File: src/rtl/ethernet_encapsulation_if.sv
// Client-side bus of the GMII transmit framer: frame request, payload stream and GMII pins.
// Payload handshake: a byte moves on each rising clk edge where s_valid && s_ready; s_data must be stable while s_valid is high.
interface ethernet_encapsulation_if;
    logic        tx_start;
    logic [15:0] tx_len;
    logic [7:0]  s_data;
    logic        s_valid;
    logic        s_ready;
    logic [7:0]  gmii_data_out;
    logic        gmii_tx_en;
    logic        gmii_tx_er;
    logic        busy;
    logic        len_err;

    modport master (
        output tx_start, tx_len, s_data, s_valid,
        input  s_ready, gmii_data_out, gmii_tx_en, gmii_tx_er, busy, len_err
    );

    modport slave (
        input  tx_start, tx_len, s_data, s_valid,
        output s_ready, gmii_data_out, gmii_tx_en, gmii_tx_er, busy, len_err
    );
endinterface

File: src/rtl/ethernet_encapsulation.sv
// GMII transmit framer: preamble, SFD, MAC header, length, payload, zero pad and CRC-32 FCS,
// followed by the inter-frame gap. All GMII outputs are registered; s_ready is decoded from state.
module ethernet_encapsulation #(
    parameter logic [47:0] destination_mac_addr = 48'h023528fbdd66,
    parameter logic [47:0] source_mac_addr      = 48'h072227acdb65,
    parameter int          MIN_PAYLOAD          = 46,
    parameter int          MAX_PAYLOAD          = 1500,
    parameter int          IFG_BYTES            = 12
) (
    input  logic                     clk,
    input  logic                     rst,
    ethernet_encapsulation_if.slave  bus,
    output logic [3:0]               o_state
);

    typedef enum logic [3:0] {
        S_IDLE     = 4'd0,
        S_PREAMBLE = 4'd1,
        S_SFD      = 4'd2,
        S_DEST_MAC = 4'd3,
        S_SRC_MAC  = 4'd4,
        S_LEN      = 4'd5,
        S_PAYLOAD  = 4'd6,
        S_PAD      = 4'd7,
        S_FCS      = 4'd8,
        S_IFG      = 4'd9
    } state_t;

    localparam logic [15:0] LP_MIN      = 16'(MIN_PAYLOAD);
    localparam logic [15:0] LP_MAX      = 16'(MAX_PAYLOAD);
    // The IDLE cycle that samples the next tx_start is the last gap byte, so IFG state lasts one less.
    localparam logic [10:0] LP_IFG_LAST = 11'(IFG_BYTES - 2);
    localparam logic [31:0] LP_POLY     = 32'hEDB88320;

    function automatic logic [31:0] crc_byte(input logic [31:0] c, input logic [7:0] d);
        logic [31:0] r;
        r = c;
        for (int i = 0; i < 8; i++) begin
            r = (r[0] ^ d[i]) ? ((r >> 1) ^ LP_POLY) : (r >> 1);
        end
        return r;
    endfunction

    state_t      r_state;
    logic [10:0] r_cnt;
    logic [15:0] r_len;
    logic [31:0] r_crc;
    logic [7:0]  r_data;
    logic        r_en;
    logic        r_er;
    logic        r_busy;
    logic        r_len_err;

    state_t      w_state_next;
    logic [10:0] w_cnt_next;
    logic [15:0] w_len_next;
    logic [31:0] w_crc_next;
    logic [7:0]  w_data;
    logic        w_en;
    logic        w_er;
    logic        w_busy;
    logic        w_len_err;
    logic        w_crc_upd;
    logic        w_crc_init;
    logic        w_len_ok;
    logic        w_pay_last;
    logic        w_pad_last;
    logic [31:0] w_fcs;

    assign w_len_ok   = (bus.tx_len != 16'd0) && (bus.tx_len <= LP_MAX);
    assign w_pay_last = ({5'd0, r_cnt} == (r_len - 16'd1));
    assign w_pad_last = ({5'd0, r_cnt} == (LP_MIN - r_len - 16'd1));
    assign w_fcs      = ~r_crc;

    always_comb begin
        w_state_next = r_state;
        w_len_next   = r_len;
        w_data       = 8'h00;
        w_en         = 1'b0;
        w_er         = 1'b0;
        w_busy       = r_busy;
        w_len_err    = 1'b0;
        w_crc_upd    = 1'b0;
        w_crc_init   = 1'b0;
        case (r_state)
            S_IDLE: begin
                if (bus.tx_start) begin
                    if (w_len_ok) begin
                        w_state_next = S_PREAMBLE;
                        w_len_next   = bus.tx_len;
                        w_busy       = 1'b1;
                        w_crc_init   = 1'b1;
                    end else begin
                        w_len_err = 1'b1;
                    end
                end
            end
            S_PREAMBLE: begin
                w_data = 8'h55;
                w_en   = 1'b1;
                if (r_cnt == 11'd6) w_state_next = S_SFD;
            end
            S_SFD: begin
                w_data       = 8'hD5;
                w_en         = 1'b1;
                w_state_next = S_DEST_MAC;
            end
            S_DEST_MAC: begin
                w_data    = destination_mac_addr[(6'd40 - {r_cnt[2:0], 3'b000}) +: 8];
                w_en      = 1'b1;
                w_crc_upd = 1'b1;
                if (r_cnt == 11'd5) w_state_next = S_SRC_MAC;
            end
            S_SRC_MAC: begin
                w_data    = source_mac_addr[(6'd40 - {r_cnt[2:0], 3'b000}) +: 8];
                w_en      = 1'b1;
                w_crc_upd = 1'b1;
                if (r_cnt == 11'd5) w_state_next = S_LEN;
            end
            S_LEN: begin
                w_data    = r_cnt[0] ? r_len[7:0] : r_len[15:8];
                w_en      = 1'b1;
                w_crc_upd = 1'b1;
                if (r_cnt == 11'd1) w_state_next = S_PAYLOAD;
            end
            S_PAYLOAD: begin
                w_en = 1'b1;
                if (bus.s_valid) begin
                    w_data    = bus.s_data;
                    w_crc_upd = 1'b1;
                    if (w_pay_last) w_state_next = (r_len < LP_MIN) ? S_PAD : S_FCS;
                end else begin
                    // Underrun: flag the frame as errored and abandon it without an FCS.
                    w_er         = 1'b1;
                    w_state_next = S_IFG;
                end
            end
            S_PAD: begin
                w_en      = 1'b1;
                w_crc_upd = 1'b1;
                if (w_pad_last) w_state_next = S_FCS;
            end
            S_FCS: begin
                w_data = w_fcs[{r_cnt[1:0], 3'b000} +: 8];
                w_en   = 1'b1;
                if (r_cnt == 11'd3) w_state_next = S_IFG;
            end
            S_IFG: begin
                if (r_cnt == LP_IFG_LAST) begin
                    w_state_next = S_IDLE;
                    w_busy       = 1'b0;
                end
            end
            default: begin
                w_state_next = S_IDLE;
                w_busy       = 1'b0;
            end
        endcase

        if (w_crc_init)     w_crc_next = 32'hFFFFFFFF;
        else if (w_crc_upd) w_crc_next = crc_byte(r_crc, w_data);
        else                w_crc_next = r_crc;

        if ((w_state_next != r_state) || (r_state == S_IDLE)) w_cnt_next = 11'd0;
        else                                                  w_cnt_next = r_cnt + 11'd1;
    end

    always_ff @(posedge clk or negedge rst) begin
        if (!rst) begin
            r_state   <= S_IDLE;
            r_cnt     <= 11'd0;
            r_len     <= 16'd0;
            r_crc     <= 32'hFFFFFFFF;
            r_data    <= 8'h00;
            r_en      <= 1'b0;
            r_er      <= 1'b0;
            r_busy    <= 1'b0;
            r_len_err <= 1'b0;
        end else begin
            r_state   <= w_state_next;
            r_cnt     <= w_cnt_next;
            r_len     <= w_len_next;
            r_crc     <= w_crc_next;
            r_data    <= w_data;
            r_en      <= w_en;
            r_er      <= w_er;
            r_busy    <= w_busy;
            r_len_err <= w_len_err;
        end
    end

    assign bus.s_ready       = (r_state == S_PAYLOAD);
    assign bus.gmii_data_out = r_data;
    assign bus.gmii_tx_en    = r_en;
    assign bus.gmii_tx_er    = r_er;
    assign bus.busy          = r_busy;
    assign bus.len_err       = r_len_err;
    assign o_state           = r_state;

endmodule

File: src/flat_wrapper.sv
// flat-port wrapper written by rule: the top's interface ports become plain ports
module ethernet_encapsulation_flat 
#(
    parameter logic [47:0] destination_mac_addr = 48'h023528fbdd66,
    parameter logic [47:0] source_mac_addr      = 48'h072227acdb65,
    parameter int          MIN_PAYLOAD          = 46,
    parameter int          MAX_PAYLOAD          = 1500,
    parameter int          IFG_BYTES            = 12
)
  (clk, rst, o_state, bus_tx_start, bus_tx_len, bus_s_data, bus_s_valid, bus_s_ready, bus_gmii_data_out, bus_gmii_tx_en, bus_gmii_tx_er, bus_busy, bus_len_err);
  ethernet_encapsulation_if bus_i ();
  input  logic clk;
  input  logic rst;
  output logic [3:0] o_state;
  input wire logic [$bits(bus_i.tx_start)-1:0] bus_tx_start;
  input wire logic [$bits(bus_i.tx_len)-1:0] bus_tx_len;
  input wire logic [$bits(bus_i.s_data)-1:0] bus_s_data;
  input wire logic [$bits(bus_i.s_valid)-1:0] bus_s_valid;
  output wire logic [$bits(bus_i.s_ready)-1:0] bus_s_ready;
  output wire logic [$bits(bus_i.gmii_data_out)-1:0] bus_gmii_data_out;
  output wire logic [$bits(bus_i.gmii_tx_en)-1:0] bus_gmii_tx_en;
  output wire logic [$bits(bus_i.gmii_tx_er)-1:0] bus_gmii_tx_er;
  output wire logic [$bits(bus_i.busy)-1:0] bus_busy;
  output wire logic [$bits(bus_i.len_err)-1:0] bus_len_err;
  assign bus_i.tx_start = bus_tx_start;
  assign bus_i.tx_len = bus_tx_len;
  assign bus_i.s_data = bus_s_data;
  assign bus_i.s_valid = bus_s_valid;
  assign bus_s_ready = bus_i.s_ready;
  assign bus_gmii_data_out = bus_i.gmii_data_out;
  assign bus_gmii_tx_en = bus_i.gmii_tx_en;
  assign bus_gmii_tx_er = bus_i.gmii_tx_er;
  assign bus_busy = bus_i.busy;
  assign bus_len_err = bus_i.len_err;
  ethernet_encapsulation #(.destination_mac_addr(destination_mac_addr), .source_mac_addr(source_mac_addr), .MIN_PAYLOAD(MIN_PAYLOAD), .MAX_PAYLOAD(MAX_PAYLOAD), .IFG_BYTES(IFG_BYTES)) u_core (.clk(clk), .rst(rst), .bus(bus_i), .o_state(o_state));
endmodule
File: config.mk
export PLATFORM = sky130hd
export DESIGN_NAME = ethernet_encapsulation_flat
export DESIGN_NICKNAME = d
export VERILOG_FILES = /design/src/rtl/ethernet_encapsulation_if.sv /design/src/rtl/ethernet_encapsulation.sv /design/src/flat_wrapper.sv
export SDC_FILE = /design/constraint.sdc
export NUM_CORES = 1
export LEC_CHECK = 0
export ABC_CLOCK_PERIOD_IN_PS = 4080
export CAP_MARGIN = 30
export CELL_PAD_IN_SITES_DETAIL_PLACEMENT = 0
export CELL_PAD_IN_SITES_GLOBAL_PLACEMENT = 1
export CORE_AREA = 3 3 116 118
export DETAILED_ROUTE_END_ITERATION = 16
export DIE_AREA = 0 0 119 121
export GPL_TIMING_DRIVEN = 0
export MAX_ROUTING_LAYER = met4
export PLACE_DENSITY_LB_ADDON = 0.1
export SLEW_MARGIN = 20
export SYNTH_ARGS = -nofsm -noshare
export SYNTH_HDL_FRONTEND = slang
export SYNTH_SLANG_ARGS = --single-unit
File: constraint.sdc
create_clock -name clk -period 4.08 [get_ports clk]
set_input_delay 1.02 -clock clk [delete_from_list [all_inputs] [get_ports clk]]
set_output_delay 1.02 -clock clk [all_outputs]
set_load 0.02 [all_outputs]
## Word-level counts from Yosys, hierarchy flattened

Index checks and enable logic that the tools add are counted.
W data, S select, Z words.

| storage, ports and cells | value |
|---|---|
| register bits after elaboration | 75 |
| word-level logic and storage cells | 108 |
| input bits | 28 |

| cells by class | value |
|---|---|
| bitwise gates (word level) | 18 |
| equal/unequal tests | 20 |
| add/sub/neg operators | 5 |
| muxes and demuxes | 42 |
| shift operators | 3 |
| order comparisons | 2 |
| reduce and logical (&&, ||, !) cells | 9 |

Operator list:

| operator | number |
|---|---|
| $mux W32 | 10 |
| $not A13 Y14 | 8 |
| $shiftx A48 B7 Y8 const A | 2 |
| $pmux W8 S7 | 1 |
| $mux W4 | 12 |
| $pmux W4 S10 | 1 |
| $eq A11 B16 Y1 | 2 |
| $not A32 Y32 | 1 |
| $shiftx A32 B6 Y8 | 1 |
| $sub A16 B1 Y16 const B | 2 |
| $eq A11 B3 Y1 const B | 2 |
| $eq A4 B3 Y1 const B | 4 |
| $le A16 B11 Y1 const B | 1 |
| $lt A16 B6 Y1 const B | 1 |
| $mux W8 | 2 |
| $reduce_bool A16 Y1 | 1 |
| $sub A6 B16 Y16 const A | 1 |
| $mux W1 | 13 |
| $add A11 B1 Y11 const B | 1 |
| $eq A11 B1 Y1 const B | 1 |
| $eq A11 B2 Y1 const B | 1 |
| $eq A11 B4 Y1 const B | 1 |
| $mux W11 | 1 |
| $eq A4 B2 Y1 const B | 2 |
| other kinds (18) | 27 |

## Logic depth before layout (Yosys ltp)

| logic depth | value |
|---|---|
| depth after elaboration | 21 |
| mapped depth | 12 |
| depth with buffers taken out | 11 |

## Least setup slack after synthesis

No wires, ideal clock.

| timing path | value |
|---|---|
| path kind | register to register |
| from | register u_core.r_state[1], in the netlist u_core.o_state[1] |
| to | register u_core.r_crc[24] |
| cell stages (with the launch flop) | 12 |
| path slack | 0.911 ns |
| arrival time | 3.090 ns |
| path through | dfrtp_1 -> or4b_1 -> buf_2 -> inv_1 -> ha_1 -> nor2b_1 -> mux2i_1 -> o21a_1 -> a211oi_4 -> xnor2_1 -> xnor3_1 -> o22a_1 |

| between the ends | value |
|---|---|
| cells in the longest elaborated chain, start to end | 18 |
| elaborated cells on any way between the ends | 35 |
| classes of those cells | eq/ne: 8; mux: 13; bitwise: 11; reduce/logical: 3 |

RTL lines:

| element | line | source |
|---|---|---|
| from (decl) | ethernet_encapsulation.sv:44 | `state_t r_state;` |
| from (signal assigned) | ethernet_encapsulation.sv:180 | `r_state <= w_state_next;` |
| $eq A4 B4 Y1 (tied with other cells) | ethernet_encapsulation.sv:85 | `case (r_state)` |
| $pmux W8 S7 | ethernet_encapsulation.sv:85 |  |
| $xor A1 B1 Y1 | ethernet_encapsulation.sv:39 | `r = (r[0] ^ d[i]) ? ((r >> 1) ^ LP_POLY) : (r >> 1);` |
| $mux W32 | ethernet_encapsulation.sv:39 |  |
| $not A13 Y14 (no source line) | -- |  |
| $mux W32 | ethernet_encapsulation.sv:39 |  |
| $not A13 Y14 (no source line) | -- |  |
| $mux W32 (2 in series) | ethernet_encapsulation.sv:39 |  |
| $not A13 Y14 (no source line) | -- |  |
| $mux W32 | ethernet_encapsulation.sv:39 |  |
| $not A13 Y14 (no source line) | -- |  |
| $mux W32 (2 in series) | ethernet_encapsulation.sv:39 |  |
| $not A13 Y14 (no source line) | -- |  |
| $mux W32 | ethernet_encapsulation.sv:39 |  |
| $mux W32 | ethernet_encapsulation.sv:161 | `else if (w_crc_upd) w_crc_next = crc_byte(r_crc, w_data);` |
| $mux W32 | ethernet_encapsulation.sv:160 | `if (w_crc_init) w_crc_next = 32'hFFFFFFFF;` |
| to (signal assigned) | ethernet_encapsulation.sv:183 | `r_crc <= w_crc_next;` |
| to (decl) | ethernet_encapsulation.sv:47 | `logic [31:0] r_crc;` |

Parallel ways exist; a longest one is shown, timed or not. The select of a mux whose other input is x is not followed.
A chain may end at the register's enable or synchronous reset.

## Worst setup path in the final report

| timing path | value |
|---|---|
| from | input port bus_tx_len[1] |
| to | register u_core.r_cnt[7] |

| between the ends | value |
|---|---|
| cells in the longest elaborated chain, start to end | 8 |
| elaborated cells on any way between the ends | 9 |
| classes of those cells | order compare: 1; eq/ne: 1; mux: 4; reduce/logical: 3 |

RTL lines:

| element | line | source |
|---|---|---|
| from (decl) | flat_wrapper.sv:16 | `input wire logic [$bits(bus_i.tx_len)-1:0] bus_tx_len;` |
| $le A16 B11 Y1 or $reduce_bool A16 Y1 (tied branches) | ethernet_encapsulation.sv:70 | `assign w_len_ok = (bus.tx_len != 16'd0) && (bus.tx_len <= LP_MAX);` |
| $logic_and A1 B1 Y1 (*) | ethernet_encapsulation.sv:70 |  |
| $mux W4 (*) | ethernet_encapsulation.sv:88 | `if (w_len_ok) begin` |
| $mux W4 (*) | ethernet_encapsulation.sv:87 | `if (bus.tx_start) begin` |
| $pmux W4 S10 (*) | ethernet_encapsulation.sv:85 |  |
| via u_core.w_state_next[0] | ethernet_encapsulation.sv:54 | `state_t w_state_next;` |
| $ne A4 B4 Y1 (*) | ethernet_encapsulation.sv:164 | `if ((w_state_next != r_state) \|\| (r_state == S_IDLE)) w_cnt_next = 11'd0;` |
| $logic_or A1 B1 Y1 (*) | ethernet_encapsulation.sv:164 |  |
| $mux W11 (*) | ethernet_encapsulation.sv:164 |  |
| via u_core.w_cnt_next[7] | ethernet_encapsulation.sv:55 | `logic [10:0] w_cnt_next;` |
| to (signal assigned) | ethernet_encapsulation.sv:181 | `r_cnt <= w_cnt_next;` |
| to (decl) | ethernet_encapsulation.sv:45 | `logic [10:0] r_cnt;` |

The timed path passes the listed nets; every way through them passes the cells marked *.

==> flow_metrics.py <==
metrics = {
    "yosys": {
        "synth-edff-count": 0,
        "syn_inst": 596,
        "synthArstFlopShare_pct": 100.0,
        "ys.flop_type": "dfrtp_1",
        "synth.distinct_cells": 86,
        "synth.area.top_cells": "dfrtp_1, dfstp_2, xnor2_1",
        "yosysTopAreaCell": "dfrtp_1",
        "ys_warn_count": 0,
        "syn_avg_cell_area_sq_um": 9.546,
        "synth_top_area_share_pct": 18.91,
        "ys_seq_area_share_pct": 33.69,
        "mappedNetlistArea_sq_mm": 0.005689,
        "ys_ff_latch": 75,
        "syn-num-nets": 634,
    },
    "run": {
        "cap_violations": 0,
    },
    "clocking": {
        "ctsHoldBuffers": 0,
        "cts_buffers": 9,
        "cts_buffer_depth": 2,
        "htree_levels": 3,
        "cts-resized-gates": 0,
        "cts-root-buf": "clkbuf_16",
        "clk_pin_slew_worst_paths_ns": 0.06,
        "cts_tree": "built",
        "post_cts_buffers": 0,
        "insertion_delay_ns": 0.35,
        "clock-sinks": 75,
    },
    "timing": {
        "maxSlewHeadroom_pct": 32.66,
        "finalCritPeriodShare_pct": 92.35,
        "worst_pin_slew_ns": 1.001,
        "final-hold-violation-count": 0,
        "max_freq_mhz": 265.4,
        "fin_crit_ns": 3.768,
        "setup_tns_ns": 0,
        "setup_viol": 0,
        "rsz0062_at_grt": "false",
        "hold_ws_ns": 0.5190,
        "slew_viol_final": 0,
        "worst_clock_skew_ns": 0.01117,
    },
    "setup_path": {
        "path_class": "in -> reg",
        "worstSetupStartpointType": "input port",
        "arrival_ns": 3.98,
        "crit_path_max_fanout": 10,
        "end_kind": "register",
        "critPathRequiredTime_ns": 4.30,
    },
    "global_routing": {
        "grt_pass1_wl_mm": 25.65,
        "grt_max_degree": 54,
        "grt.overflow.total": 0,
        "grt_pass1_vias": 4582,
        "grt_use_total_pct": 23.58,
        "antenna_found_initial": 0,
    },
    "worst_hold_path": {
        "hold_path.class": "reg -> reg",
    },
    "power_and_ir_drop": {
        "power.leakage_nw": 2.625,
        "p_int_w": 0.001920,
        "p_switching_w": 0.001073,
        "ir_drop_mv": 0.2190,
        "pwr-share-seq_pct": 31.6,
        "power_frac_clock_pct": 27.7,
        "cellPowerDensity_mw_per_mm2": 448.2,
        "combPwrFrac_pct": 40.7,
        "switching_share_pct": 35.86,
    },
    "layout": {
        "layout_common_cells": "xnor2_1, nand2_1, clkdlybuf4s50_1, dfrtp_1, nor2_1",
        "drive_above_1_share_pct": 15.83,
        "antenna_cells": 0,
        "syn_to_final_growth_pct": 17.40,
        "final_common_cell": "xnor2_1",
        "final_core_util_pct": 53.14,
        "nets": 690,
    },
    "run_status": {
        "status": "finished clean",
    },
    "placement": {
        "gp_congestion": 0.8842,
        "dpl.hpwl_mm": 12.27,
        "io_buffer_count": 44,
    },
    "drt": {
        "ant_nets": 0,
        "avgViaCountPerCell": 5.768,
        "wl_mm": 16.35,
        "first_pass_iters": 5,
        "drtIter0Drc": 443,
        "drc": 0,
        "wl_per_cell_um": 19.73,
        "dr_total_vias": 4782,
    },
    "floorplanning": {
        "ios": 45,
        "fp.coreArea_sq_mm": 0.01257,
        "start_util_pct": 45.27,
        "rows": 41,
        "fp.dieW_um": 119,
        "die_h_um": 121,
        "fp.dieArea_sq_mm": 0.01440,
    },
}
## power groups by stage
stage / Clock [W] / Combinational [W] / Sequential, W
global route: 0.000882 / 0.00132 / 0.000958
global placement: 0 / 0.00119 / 0.000952
finish: 0.000828 / 0.00122 / 0.000946
CTS: 0.000845 / 0.00122 / 0.000945
detailed placement: 0 / 0.00121 / 0.000957
floorplan: 0 / 0.000897 / 0.000949
## area by class of cell
class | instances | area (sq um)
fill | 1175 | 5889
multi-input combinational | 461 | 3521
sequential | 75 | 1917
timing repair buffer | 45 | 465.4
clock buffer | 14 | 296.5
tap | 172 | 215.2
buffer | 42 | 183.9
inverter | 18 | 67.56
clock inverter | 2 | 12.51
## path summary, 6_finish.rpt
check                            startpoint               end  slack, ns  cells past startpoint
max                           bus_tx_len[1]   u_core.r_cnt[7]       0.31                     11
min in group asynchronous               rst   u_core.r_cnt[8]       0.58                      1
min reg2reg                u_core.r_crc[22]  u_core.r_crc[22]       0.52                      2
max reg2reg                 u_core.r_len[1]   u_core.r_cnt[7]       0.47                     11
max in group asynchronous               rst  u_core.r_crc[11]       2.86                      2
min                        u_core.r_crc[22]  u_core.r_crc[22]       0.52                      2
## synth_stat cells (6+ instances only)
cell / count
nor4_1: 9
xnor2_2: 7
nor3_1: 32
a21oi_1: 35
nand3_1: 21
nor2_1: 37
xnor2_1: 49
nand4_1: 6
nor2b_1: 6
buf_2: 9
nand2_1: 44
o21ai_0: 21
xor2_1: 35
ha_1: 10
a31oi_1: 9
inv_1: 18
clkbuf_1: 30
dfrtp_1: 43
mux2_2: 8
mux4_2: 8
mux2i_1: 10
nand2b_1: 8
dfstp_2: 32
## critical path, stage by stage
cell	delay (ns)
clkdlybuf4s50_1	0.44
or4_1	0.54
nor3_1	0.14
o211a_1	0.21
and3_1	0.15
clkbuf_1	0.51
nor3_1	0.18
o211ai_2	0.13
mux2i_1	0.28
buf_2	0.28
nor3_1	0.09
## per-layer routing
layer	part of all wire [%]	global-route usage (%)	vias to the layer above
met5	0	-	-
met1	49	33.80	2383
met2	45	34.26	124
li1	-	-	2258
met3	4.8	3.916	17
met4	1.4	7.314	0
## per-stage QoR
step	instance area [sq um]	power (W)	setup slack (ns)	cells
floorplan	5689	0.001846	0.9108	596
global placement	6345	0.002138	-0.8206	812
detailed placement	6370	0.002163	-0.02198	813
CTS	6679	0.003007	0.3211	829
global route	6679	0.003159	0.07666	829
finish	6679	0.002993	0.3123	829
## flip-flops by register name, indices dropped and copies added (netlist names)
name,flops
u_core.bus.busy,1
u_core.o_state,4
u_core.r_crc,32
u_core.bus.len_err,1
u_core.r_len,16
u_core.bus.gmii_tx_en,1
u_core.r_cnt,11
u_core.bus.gmii_data_out,8
u_core.bus.gmii_tx_er,1
## kinds of logic (layout without fill, tap and decap cells)
family	Yosys count	after routing	synth area share (%)
AO/OA/AOI/OAI	122	122	15.28
XOR/XNOR	100	100	18.54
adder cells (fa/ha/maj)	10	10	2.199
buffers and inverters	60	121	4.420
flip-flops	75	75	33.69
multiplexers	27	27	6.708
AND/OR/NAND/NOR	202	202	19.16
Note: power is estimated with default switching activity, not from simulation.
